<file path="config.mk">
export PLATFORM = sky130hd
export DESIGN_NAME = multicycle_control
export DESIGN_NICKNAME = d
export VERILOG_FILES = /design/src/rtl/multicycle_control.sv
export SDC_FILE = /design/constraint.sdc
export NUM_CORES = 1
export LEC_CHECK = 0
export CAP_MARGIN = 20
export CORE_MARGIN = 1.5
export CORE_UTILIZATION = 29
export DETAILED_ROUTE_END_ITERATION = 6
export REMOVE_ABC_BUFFERS = 1
export SYNTH_ARGS = -nofsm -noshare
export SYNTH_HDL_FRONTEND = slang
export SYNTH_SLANG_ARGS = --single-unit
</file>
<file path="constraint.sdc">
create_clock -name clk -period 1.8 [get_ports clk]
set_input_delay 0.36 -clock clk [delete_from_list [all_inputs] [get_ports clk]]
set_output_delay 0.36 -clock clk [all_outputs]
set_load 0.05 [all_outputs]
</file>
<file path="src/rtl/multicycle_control.sv">
// ---------------------------------------------------------------------------
// multicycle_control
//
// Main control FSM for a multicycle MIPS-style datapath. Sequences each
// instruction through fetch, decode and the per-class execute states. It
// drives the datapath control strobes and counts retired instructions.
//
// Optional feature macro: MIPS_JUMP_EN
//   defined   -> opcode 000010 (j) is executed through the JUMP state.
//   undefined -> opcode 000010 is treated as an illegal opcode.
//
// Ports
//   clk          : single clock, all state updates on the rising edge
//   rst_n        : asynchronous active-low reset
//   opcode[5:0]  : instruction[31:26] from the instruction register
//   zero         : ALU zero flag (acts in the datapath through pcwritecond)
//   mem_ready    : memory completes the current access this cycle
//   pcwrite, pcwritecond, iord, memread, memwrite, memtoreg,
//   irwrite, regdest, regwrite, alusrca : 1-bit datapath controls
//   alusrcb, aluop, pcsource            : 2-bit datapath selects
//   illegal      : high during the DECODE cycle of an unknown opcode
//   state[3:0]   : current FSM state (debug)
//   retired      : count of completed instructions, wraps at all-ones
// ---------------------------------------------------------------------------
module multicycle_control #(
    parameter int RETIRE_W = 16
) (
    input  logic                clk,
    input  logic                rst_n,
    input  logic [5:0]          opcode,
    input  logic                zero,
    input  logic                mem_ready,
    output logic                pcwrite,
    output logic                pcwritecond,
    output logic                iord,
    output logic                memread,
    output logic                memwrite,
    output logic                memtoreg,
    output logic                irwrite,
    output logic                regdest,
    output logic                regwrite,
    output logic                alusrca,
    output logic [1:0]          alusrcb,
    output logic [1:0]          aluop,
    output logic [1:0]          pcsource,
    output logic                illegal,
    output logic [3:0]          state,
    output logic [RETIRE_W-1:0] retired
);

    typedef enum logic [3:0] {
        FETCH  = 4'd0,
        DECODE = 4'd1,
        MEMADR = 4'd2,
        MEMRD  = 4'd3,
        MEMWB  = 4'd4,
        MEMWR  = 4'd5,
        EXEC   = 4'd6,
        RWB    = 4'd7,
        BRANCH = 4'd8,
        JUMP   = 4'd9
    } state_t;

    localparam logic [5:0] OP_LW    = 6'b100011;
    localparam logic [5:0] OP_SW    = 6'b101011;
    localparam logic [5:0] OP_RTYPE = 6'b000000;
    localparam logic [5:0] OP_BEQ   = 6'b000100;
`ifdef MIPS_JUMP_EN
    localparam logic [5:0] OP_J     = 6'b000010;
`endif

    state_t              state_reg;
    state_t              state_next;
    logic [RETIRE_W-1:0] retired_reg;
    logic                retire_next;

    // The branch decision is made in the datapath: pcwritecond is gated with
    // zero there, so the FSM sequence does not depend on the flag.
    logic unused_zero;
    assign unused_zero = zero;

    always_ff @(posedge clk or negedge rst_n) begin
        if (!rst_n) begin
            state_reg   <= FETCH;
            retired_reg <= '0;
        end else begin
            state_reg <= state_next;
            if (retire_next) begin
                retired_reg <= retired_reg + RETIRE_W'(1);
            end
        end
    end

    always_comb begin
        state_next  = FETCH;
        retire_next = 1'b0;
        illegal     = 1'b0;
        pcwrite     = 1'b0;
        pcwritecond = 1'b0;
        iord        = 1'b0;
        memread     = 1'b0;
        memwrite    = 1'b0;
        memtoreg    = 1'b0;
        irwrite     = 1'b0;
        regdest     = 1'b0;
        regwrite    = 1'b0;
        alusrca     = 1'b0;
        alusrcb     = 2'b00;
        aluop       = 2'b00;
        pcsource    = 2'b00;

        case (state_reg)
            FETCH: begin
                // IR and PC+4 are only captured on the cycle memory delivers.
                memread    = 1'b1;
                alusrcb    = 2'b01;
                irwrite    = mem_ready;
                pcwrite    = mem_ready;
                state_next = mem_ready ? DECODE : FETCH;
            end
            DECODE: begin
                // ALU precomputes the branch target while the opcode decodes.
                alusrcb = 2'b11;
                case (opcode)
                    OP_LW, OP_SW: state_next = MEMADR;
                    OP_RTYPE:     state_next = EXEC;
                    OP_BEQ:       state_next = BRANCH;
`ifdef MIPS_JUMP_EN
                    OP_J:         state_next = JUMP;
`endif
                    default: begin
                        state_next = FETCH;
                        illegal    = 1'b1;
                    end
                endcase
            end
            MEMADR: begin
                alusrca    = 1'b1;
                alusrcb    = 2'b10;
                state_next = (opcode == OP_SW) ? MEMWR : MEMRD;
            end
            MEMRD: begin
                memread    = 1'b1;
                iord       = 1'b1;
                state_next = mem_ready ? MEMWB : MEMRD;
            end
            MEMWB: begin
                regwrite    = 1'b1;
                memtoreg    = 1'b1;
                retire_next = 1'b1;
                state_next  = FETCH;
            end
            MEMWR: begin
                // Write strobe stays up for the whole stall.
                memwrite    = 1'b1;
                iord        = 1'b1;
                retire_next = mem_ready;
                state_next  = mem_ready ? FETCH : MEMWR;
            end
            EXEC: begin
                alusrca    = 1'b1;
                aluop      = 2'b10;
                state_next = RWB;
            end
            RWB: begin
                regwrite    = 1'b1;
                regdest     = 1'b1;
                retire_next = 1'b1;
                state_next  = FETCH;
            end
            BRANCH: begin
                alusrca     = 1'b1;
                aluop       = 2'b01;
                pcwritecond = 1'b1;
                pcsource    = 2'b01;
                retire_next = 1'b1;
                state_next  = FETCH;
            end
`ifdef MIPS_JUMP_EN
            JUMP: begin
                pcwrite     = 1'b1;
                pcsource    = 2'b10;
                retire_next = 1'b1;
                state_next  = FETCH;
            end
`endif
            default: begin
                // Unused encodings (and JUMP when jumps are disabled) recover.
                state_next = FETCH;
            end
        endcase
    end

    assign state   = state_reg;
    assign retired = retired_reg;

endmodule

</file>
Word-level counts from Yosys, hierarchy flattened. Index checks and enable logic that the tools add are counted.

Input port bits: 10. Bits in registers: 20.

Equality and inequality tests: 11. Add/sub/neg operators: 1. Multiplexer cells: 21. Reduce and logical (&&, ||, !) cells: 9.

Operators by type and width (number): case mux 4 bit (6 select lines) (1); adder 16 x 1 -> 16 bit, second input constant (1); == test 4 x 3 -> 1 bit, second input constant (4); 2-to-1 mux 1 bit (13); == test 6 bit, second input constant (2); case mux 4 bit (3 select lines) (1); 2-to-1 mux 3 bit (3); == test 4 x 2 -> 1 bit, second input constant (2); OR reduction 2 bit (4); == test 6 x 3 -> 1 bit, second input constant (1); logical NOT 6 bit (1); case mux 2 bit (3 select lines) (1); OR reduction 3 bit (2); == test 4 x 1 -> 1 bit, second input constant (1); == test 4 bit, second input constant (1); logical NOT 4 bit (1); case mux 2 bit (2 select lines) (1); OR reduction 4 bit (1); case mux 1 bit (2 select lines) (1).

Logic depth before layout (Yosys ltp). Gate-level depths: netlist of the first run.

Depth in word-level cells: 4. Depth in mapped cells: 6. Depth with buffers taken out: 5.

Least setup slack after synthesis of the first run. OpenSTA, ideal clock, no wires.

Kind: flip-flop to output port. Start: reg state_reg[2], in the netlist state[2]. End: out pcsource[0]. Path slack: -1683 ps. Buffers on the path: 3. Cell stages (with the launch flop): 5. Data required time: 1440 ps. Arrival: 3123 ps. Path through: dfrtp_1 clkbuf_2 buf_1 nor4b_1 buf_4.

Cells in the longest elaborated chain, start to end: 2.

RTL lines: start, declared (RTL line 72) `state_t state_reg;`; start signal, assigned (RTL line 87) `state_reg <= state_next;`; == test 4 bit (RTL line 112) `case (state_reg)`; 2-to-1 mux 1 bit (RTL line 112); end, declared (RTL line 45) `output logic [1:0] pcsource,`.

No other way between the ends.

Worst setup path in the final report of the first run.
Start: reg state_reg[2], in the netlist state[2]. End: out iord.

Cells in the longest elaborated chain, start to end: 3. Elaborated cells between the ends (all ways): 4. Those cells by class: eq/ne (2); mux (1); reduce/logical (1).

RTL lines: == test 4 x 3 -> 1 bit / == test 4 x 2 -> 1 bit (equally long branches) (RTL line 112); OR reduction 2 bit (no line) (*); 2-to-1 mux 1 bit (*) (RTL line 112); end, declared (RTL line 35) `output logic iord,`.

Mark *: on every way between the ends. The rest lies on a longest branch, timed or not.

==> out/results.ini, run 1 <==
[status]
status = complete, no violations

[global_routing]
grt_antenna_before_repair = 0
overflow = 0
grt_pass1_wl_mm = 5.56
grt_max_degree = 21
grt_usage = 0.157
first_global_vias = 1215

[detailed_routing]
wl_per_cell_um = 14.1
drtAntennaViolNets = 0
num_vias = 1185
vias_per_cell = 4.96
dr.pass1.iters = 2
drc_errors = 0
drt-total-wl_mm = 3.37
drt-initial-drc-count = 28

[power_and_ir_drop]
p_switching_w = 0.00131
p_int_w = 0.00161
max-vdd-ir-drop_v = 0.00107
p_clk_frac = 0.098
cellLeakagePower_nw = 1.01
p_per_area_nw_per_um2 = 1320
finalPower_w = 0.00292
combPwrFrac = 0.695
seqPwrFrac = 0.207
switching_share = 0.448

[cells_and_area]
largest_reg_flops = 16
final_cell_mix = 40 x buf_4, 19 x buf_12, 16 x dfrtp_1
seq_area_sq_um = 505
antenna-diode-count = 0
area_growth_syn_to_layout_pct = 83.9
drive_gt1_frac = 0.508
nets = 202
multi_input_area_sq_um = 774
layout_commonest_cell = buf_4
num-fill-cells = 342
instances_no_fill = 239

[critical_path]
crit_fanout = 6
startpoint_type = flop
startpoint = state[2]
r2r-start = state[3]
worstPathArrival_ps = 1430
path_class = reg -> out
endpoint_kind = primary output
worstPathRequired_ps = 1440

[flow_run]
drv_cap = 0

[sta]
finalSetupViolations = 0
rsz0062_at_grt = true
slew_violations = 0
skew_ps = 2.47
finalHoldViolations = 0
clock.fmax_mhz = 558
finalCriticalPeriod_ps = 1790
fin_crit_sh = 0.995
setup_ws_ps = 8.26

[placement]
port_buffers = 44
dp_hpwl_mm = 2.41
dp_slack_ps = -235
place_inst = 224
gp_congestion = 0.788

[floorplanning]
ioPinCount = 47
die_y_um = 67.5
dieArea_sq_um = 4550
core-area_sq_um = 4000
initial_core_util = 0.301
rows = 23
die_x_um = 67.5

[clocking]
cts-htree-levels = 1
cts.path.max_buffers = 2
path_clk_slew_ps = 70
cts_tree = done
cts_buffers = 3
clk_latency_ps = 250
numClockSinks = 20
root_buffer = clkbuf_8
cts_hold_buffers = 0

[synthesis]
synth_flop_cell = dfrtp_1
async_flop_share = 1.00
synth_seq_cells = 20
syn-instance-count = 123
synth_cell_types = 39
synth_area_sq_um = 1200
yosysSeqAreaShare = 0.415
yosysWarnings = 0
synth_edf_count = 0
syn_area_per_cell_sq_um = 9.80

[worst_hold_path]
min_path_type = in -> async

==> kinds of logic after synthesis <==
| logic type | after synthesis | share of synthesized area |
|---|---|---|
| simple gates | 61 | 0.315 |
| flops | 20 | 0.415 |
| xor+xnor | 17 | 0.124 |
| compound gates | 12 | 0.0758 |
| buf+inv | 10 | 0.0478 |
| fa+ha+maj | 1 | 0.0104 |
| other cells | 1 | 0.00311 |
| mux | 1 | 0.00935 |
==> cells in the mapped netlist (all sizes together) (2+ instances only) <==
library cell  number  share of area
nor4               6          0.031
xnor2              5          0.036
nor3b              2          0.012
clkbuf             3          0.010
nand3b             2          0.012
xor2              12          0.087
o21ai              3          0.012
nor2               7          0.022
nand4              3          0.016
buf                6          0.034
dfrtp             20           0.42
nand2b             4          0.021
nor4b              5          0.042
a21oi              4          0.017
nand3              5          0.021
nor3               6          0.025
nand2              8          0.025
nor2b              5          0.026
==> path summary, 6_finish.rpt <==
check                              end  slack [ps]  cells after the start
setup / recovery                  iord           8                      4
hold / removal             retired[15]         460                      2
setup reg to reg           retired[14]          60                      6
hold reg to reg            retired[15]         480                      1
max in group asynchronous     state[2]        1120                      2
min in group clk           retired[15]         480                      1
==> per-stage QoR <==
stage               utilization  hold slack, ps  setup TNS (ps)  area [sq um]
floorplan                     -            64.4          -18750          1150
global placement          0.484             459           -1030          1930
detailed placement        0.484             472           -1100          1930
CTS                       0.519             470           -25.8          2080
global route              0.554             487            -679          2220
finish                    0.554             456               0          2220
==> worst max-delay path, stage by stage, from the launching register on <==
cell and delay, ps:
dfrtp_2 440, buf_6 160, xnor2_2 140, nor3b_2 240, clkbuf_16 200
==> power by group through the flow <==
stage | Combinational (W) | Clock, W | Sequential, W
after CTS | 0.00188 | 0.000295 | 0.000607
after detailed placement | 0.00173 | 0 | 0.000604
final | 0.00203 | 0.000286 | 0.000605
after floorplan | 0.000665 | 0 | 0.000815
after global placement | 0.00172 | 0 | 0.000601
after global routing | 0.00212 | 0.000321 | 0.000622
==> layer usage <==
layer  vias to the layer above  GRT usage  part of all wire
li1                        576          -                 -
met1                       562      0.185              0.39
met2                        45      0.273              0.52
met3                         2     0.0567             0.088
met4                         0     0.0332            0.0012
met5                         -          0                 0
==> repair_timing <==
item                                    in CTS  in global routing
resized for setup                           28                 12
endpoints found under the setup margin      15                 18
pin swaps                                    2                  6
buffers inserted                             4                  8
==> final cells by class <==
type                    instances  area share
repair buffers                 72       0.374
well taps                      50      0.0282
multi-input cells              93       0.350
clock buffers                   3      0.0186
inverters                       1     0.00169
flip-flops and latches         20       0.228
(Power assumes the default switching activity.)
==> inputs of run 2 (changes only) <==
Settings changed: ABC_AREA set to 1, CAP_MARGIN 20 to not set, CORE_UTILIZATION 29 to 46, PLACE_DENSITY set to 0.8.
==> out/results.ini, run 2 <==
[clocking]
cts.path.max_buffers = 2  ; unchanged
cts_tree = done  ; unchanged
cts_hold_buffers = 0  ; unchanged
cts_buffers = 3  ; unchanged
clk_latency_ps = 300  ; was 250 ps
root_buffer = clkbuf_4  ; was clkbuf_8
numClockSinks = 20  ; unchanged
path_clk_slew_ps = 120  ; was 70 ps
cts-htree-levels = 1  ; unchanged

[synthesis]
async_flop_share = 1.00  ; unchanged
synth_cell_types = 22  ; was 39
synth-simple-area-share = 0.461  ; was 0.315
syn-instance-count = 214  ; was 123
synthTopCellsByCount = 76 x nand2_1, 27 x inv_1, 25 x nand4_1, 24 x nor2_1, 20 x dfrtp_1  ; was 20 x dfrtp_1, 12 x xor2_1, 8 x nand2_1, 7 x nor2_1
syn_area_per_cell_sq_um = 6.72  ; was 9.80 sq um
synthMuxAreaShare = 0  ; was 0.00935
synth_compound_area_frac = 0.0139  ; was 0.0758
yosys.area.top_type = dfrtp_1  ; unchanged
synth_fa_ha_area_frac = 0.00870  ; was 0.0104
synth_area_sq_um = 1440  ; was 1200 sq um
synth_flop_cell = dfrtp_1  ; unchanged
synth.most_common_cell = nand2_1  ; was dfrtp_1
synth_top_area_frac = 0.348  ; was 0.415
yosysWarnings = 0  ; unchanged
synth_edf_count = 0  ; unchanged
synth_seq_cells = 20  ; unchanged
yosys-top-cells-area = dfrtp_1 35%, nand2_1 20%, nand4_1 11%  ; was dfrtp_1 42%, xor2_1 8.7%, xnor2_1 3.6%
synth_top_family_by_area = simple AND/OR/NAND/NOR gates  ; unchanged
synthXorXnorAreaFrac = 0.0487  ; was 0.124
yosysSeqAreaShare = 0.348  ; was 0.415

[global_routing]
grt_max_degree = 21  ; unchanged
first_global_vias = 1506  ; was 1,215
grt_antenna_before_repair = 0  ; unchanged
overflow = 0  ; unchanged
grt_usage = 0.240  ; was 0.157
grt_pass1_wl_mm = 6.49  ; was 5.56 mm

[placement]
placedInstanceArea_sq_um = 2080  ; was 1930 sq um
port_buffers = 44  ; unchanged
dp_hpwl_mm = 2.84  ; was 2.41 mm
gp_congestion = 0.813  ; was 0.788

[power_and_ir_drop]
cellLeakagePower_nw = 1.18  ; was 1.01 nW
max-vdd-ir-drop_v = 0.00134  ; was 0.00107 V
p_per_area_nw_per_um2 = 1210  ; was 1320 nW/um^2
finalPower_w = 0.00280  ; was 0.00292 W

[cells_and_area]
layout_commonest_cell = nand2_1  ; was buf_4
area_growth_syn_to_layout_pct = 60.4  ; was 83.9%
fin_area_sq_um = 2310  ; was 2220 sq um
num-fill-cells = 212  ; was 342
final_core_util = 0.768  ; was 0.554
antenna-diode-count = 0  ; unchanged
nets = 289  ; was 202
largest_reg_flops = 16  ; unchanged
final_cell_mix = 71 x nand2_1, 39 x buf_4, 25 x nand4_1  ; was 40 x buf_4, 19 x buf_12, 16 x dfrtp_1
drive_gt1_frac = 0.339  ; was 0.508

[floorplanning]
ioPinCount = 47  ; unchanged
core-area_sq_um = 3000  ; was 4000 sq um
dieArea_sq_um = 3470  ; was 4550 sq um
rows = 20  ; was 23
initial_core_util = 0.479  ; was 0.301
die_y_um = 58.9  ; was 67.5 um
die_x_um = 58.9  ; was 67.5 um

[sta]
setup_ws_ps = -42.5  ; was 8.26 ps
holdWs_ps = 382  ; was 456 ps
fin_crit_sh = 1.02  ; was 0.995
skew_ps = 4.51  ; was 2.47 ps
clock.fmax_mhz = 543  ; was 558 MHz
slew_violations = 0  ; unchanged
finalSetupViolations = 3  ; was 0
finalHoldViolations = 0  ; unchanged
finalCriticalPeriod_ps = 1840  ; was 1790 ps
rsz0062_at_grt = true  ; unchanged

[critical_path]
worstPathArrival_ps = 1480  ; was 1430 ps
startpoint_type = flop  ; unchanged
path_class = reg -> out  ; unchanged
endpoint_kind = primary output  ; unchanged
crit_fanout = 4  ; was 6
worstPathRequired_ps = 1440  ; about the same

[detailed_routing]
num_vias = 1644  ; was 1,185
drt-initial-drc-count = 92  ; was 28
dr.pass1.iters = 4  ; was 2
drtAntennaViolNets = 0  ; unchanged
vias_per_cell = 5.30  ; was 4.96
wl_per_cell_um = 13.2  ; was 14.1 um
drt-total-wl_mm = 4.09  ; was 3.37 mm
drc_errors = 0  ; unchanged

[flow_run]
drv_cap = 0  ; unchanged

[worst_hold_path]
min_path_type = in -> async  ; unchanged

[status]
violations = setup timing
status = finished, violations left  ; was complete, no violations

==> run 2: layer usage <==
metal  track usage  vias up  routed length (um)
met5             0        -                   0
met4        0.0682        0                  61
met3        0.0286        6                 178
met2         0.421       54                2070
met1         0.308      774                1790
li1              -      810                   -
==> run 2: path summary, 6_finish.rpt <==
| path | start | end | slack, ps | cells after the start |
|---|---|---|---|---|
| setup / recovery | state[1] | iord | -40 | 5 |
| hold / removal | rst_n | retired[4] | 380 | 2 |
| setup reg to reg | state[1] | retired[6] | 120 | 8 |
| hold reg to reg | retired[15] | retired[15] | 600 | 2 |
| max in group asynchronous | rst_n | state[0] | 1190 | 2 |
| min in group clk | retired[15] | retired[15] | 600 | 2 |
==> run 2: report_power, final <==
| part | internal [W] | switching [W] | total [W] |
|---|---|---|---|
| clock network | 0.000123 | 0.000147 | 0.000270 |
| logic | 0.000820 | 0.00111 | 0.00193 |
| registers | 0.000511 | 0.0000932 | 0.000604 |
==> run 2: cells by family after synthesis <==
group           Yosys count
compound gates            4
xor+xnor                  8
fa+ha+maj                 1
buf+inv                  36
flops                    20
other cells               1
simple gates            144
==> run 2: critical path, cell delays in order (launching register included) <==
cell,delay (ps)
dfrtp_2,490
buf_12,150
nand2_4,80
nor2_2,70
or2_4,240
buf_12,150
==> run 2: repair_timing <==
action                                  CTS  global route
buffers inserted                          6             3
gates resized for setup                  28             8
endpoints found under the setup margin   14            13
pin swaps                                 4             6
==> run 2: per-stage QoR <==
stage / TNS, ps / worst slack (ps) / instances
2_1_floorplan: -10780 / -946 / 206
3_3_place_gp: 0 / 72.3 / 297
3_5_place_dp: 0 / 55.7 / 297
4_1_cts: -8.01 / -8.01 / 307
5_1_grt: -415 / -91.0 / 310
6_report: -99.5 / -42.5 / 310
==> run 2: area by class of cell <==
class | instances | area, sq um | area share
clock buffers | 4 | 36.3 | 0.0157
flip-flops and latches | 20 | 503 | 0.218
well taps | 33 | 41.3 | 0.0179
inverters | 28 | 108 | 0.0467
multi-input cells | 158 | 862 | 0.374
repair buffers | 67 | 756 | 0.328
==> inputs of run 3 (changes only) <==
Settings changed: CAP_MARGIN set to 20.
==> results of run 3 <==
Final layout, timing and power as in run 2 (identical DEF).
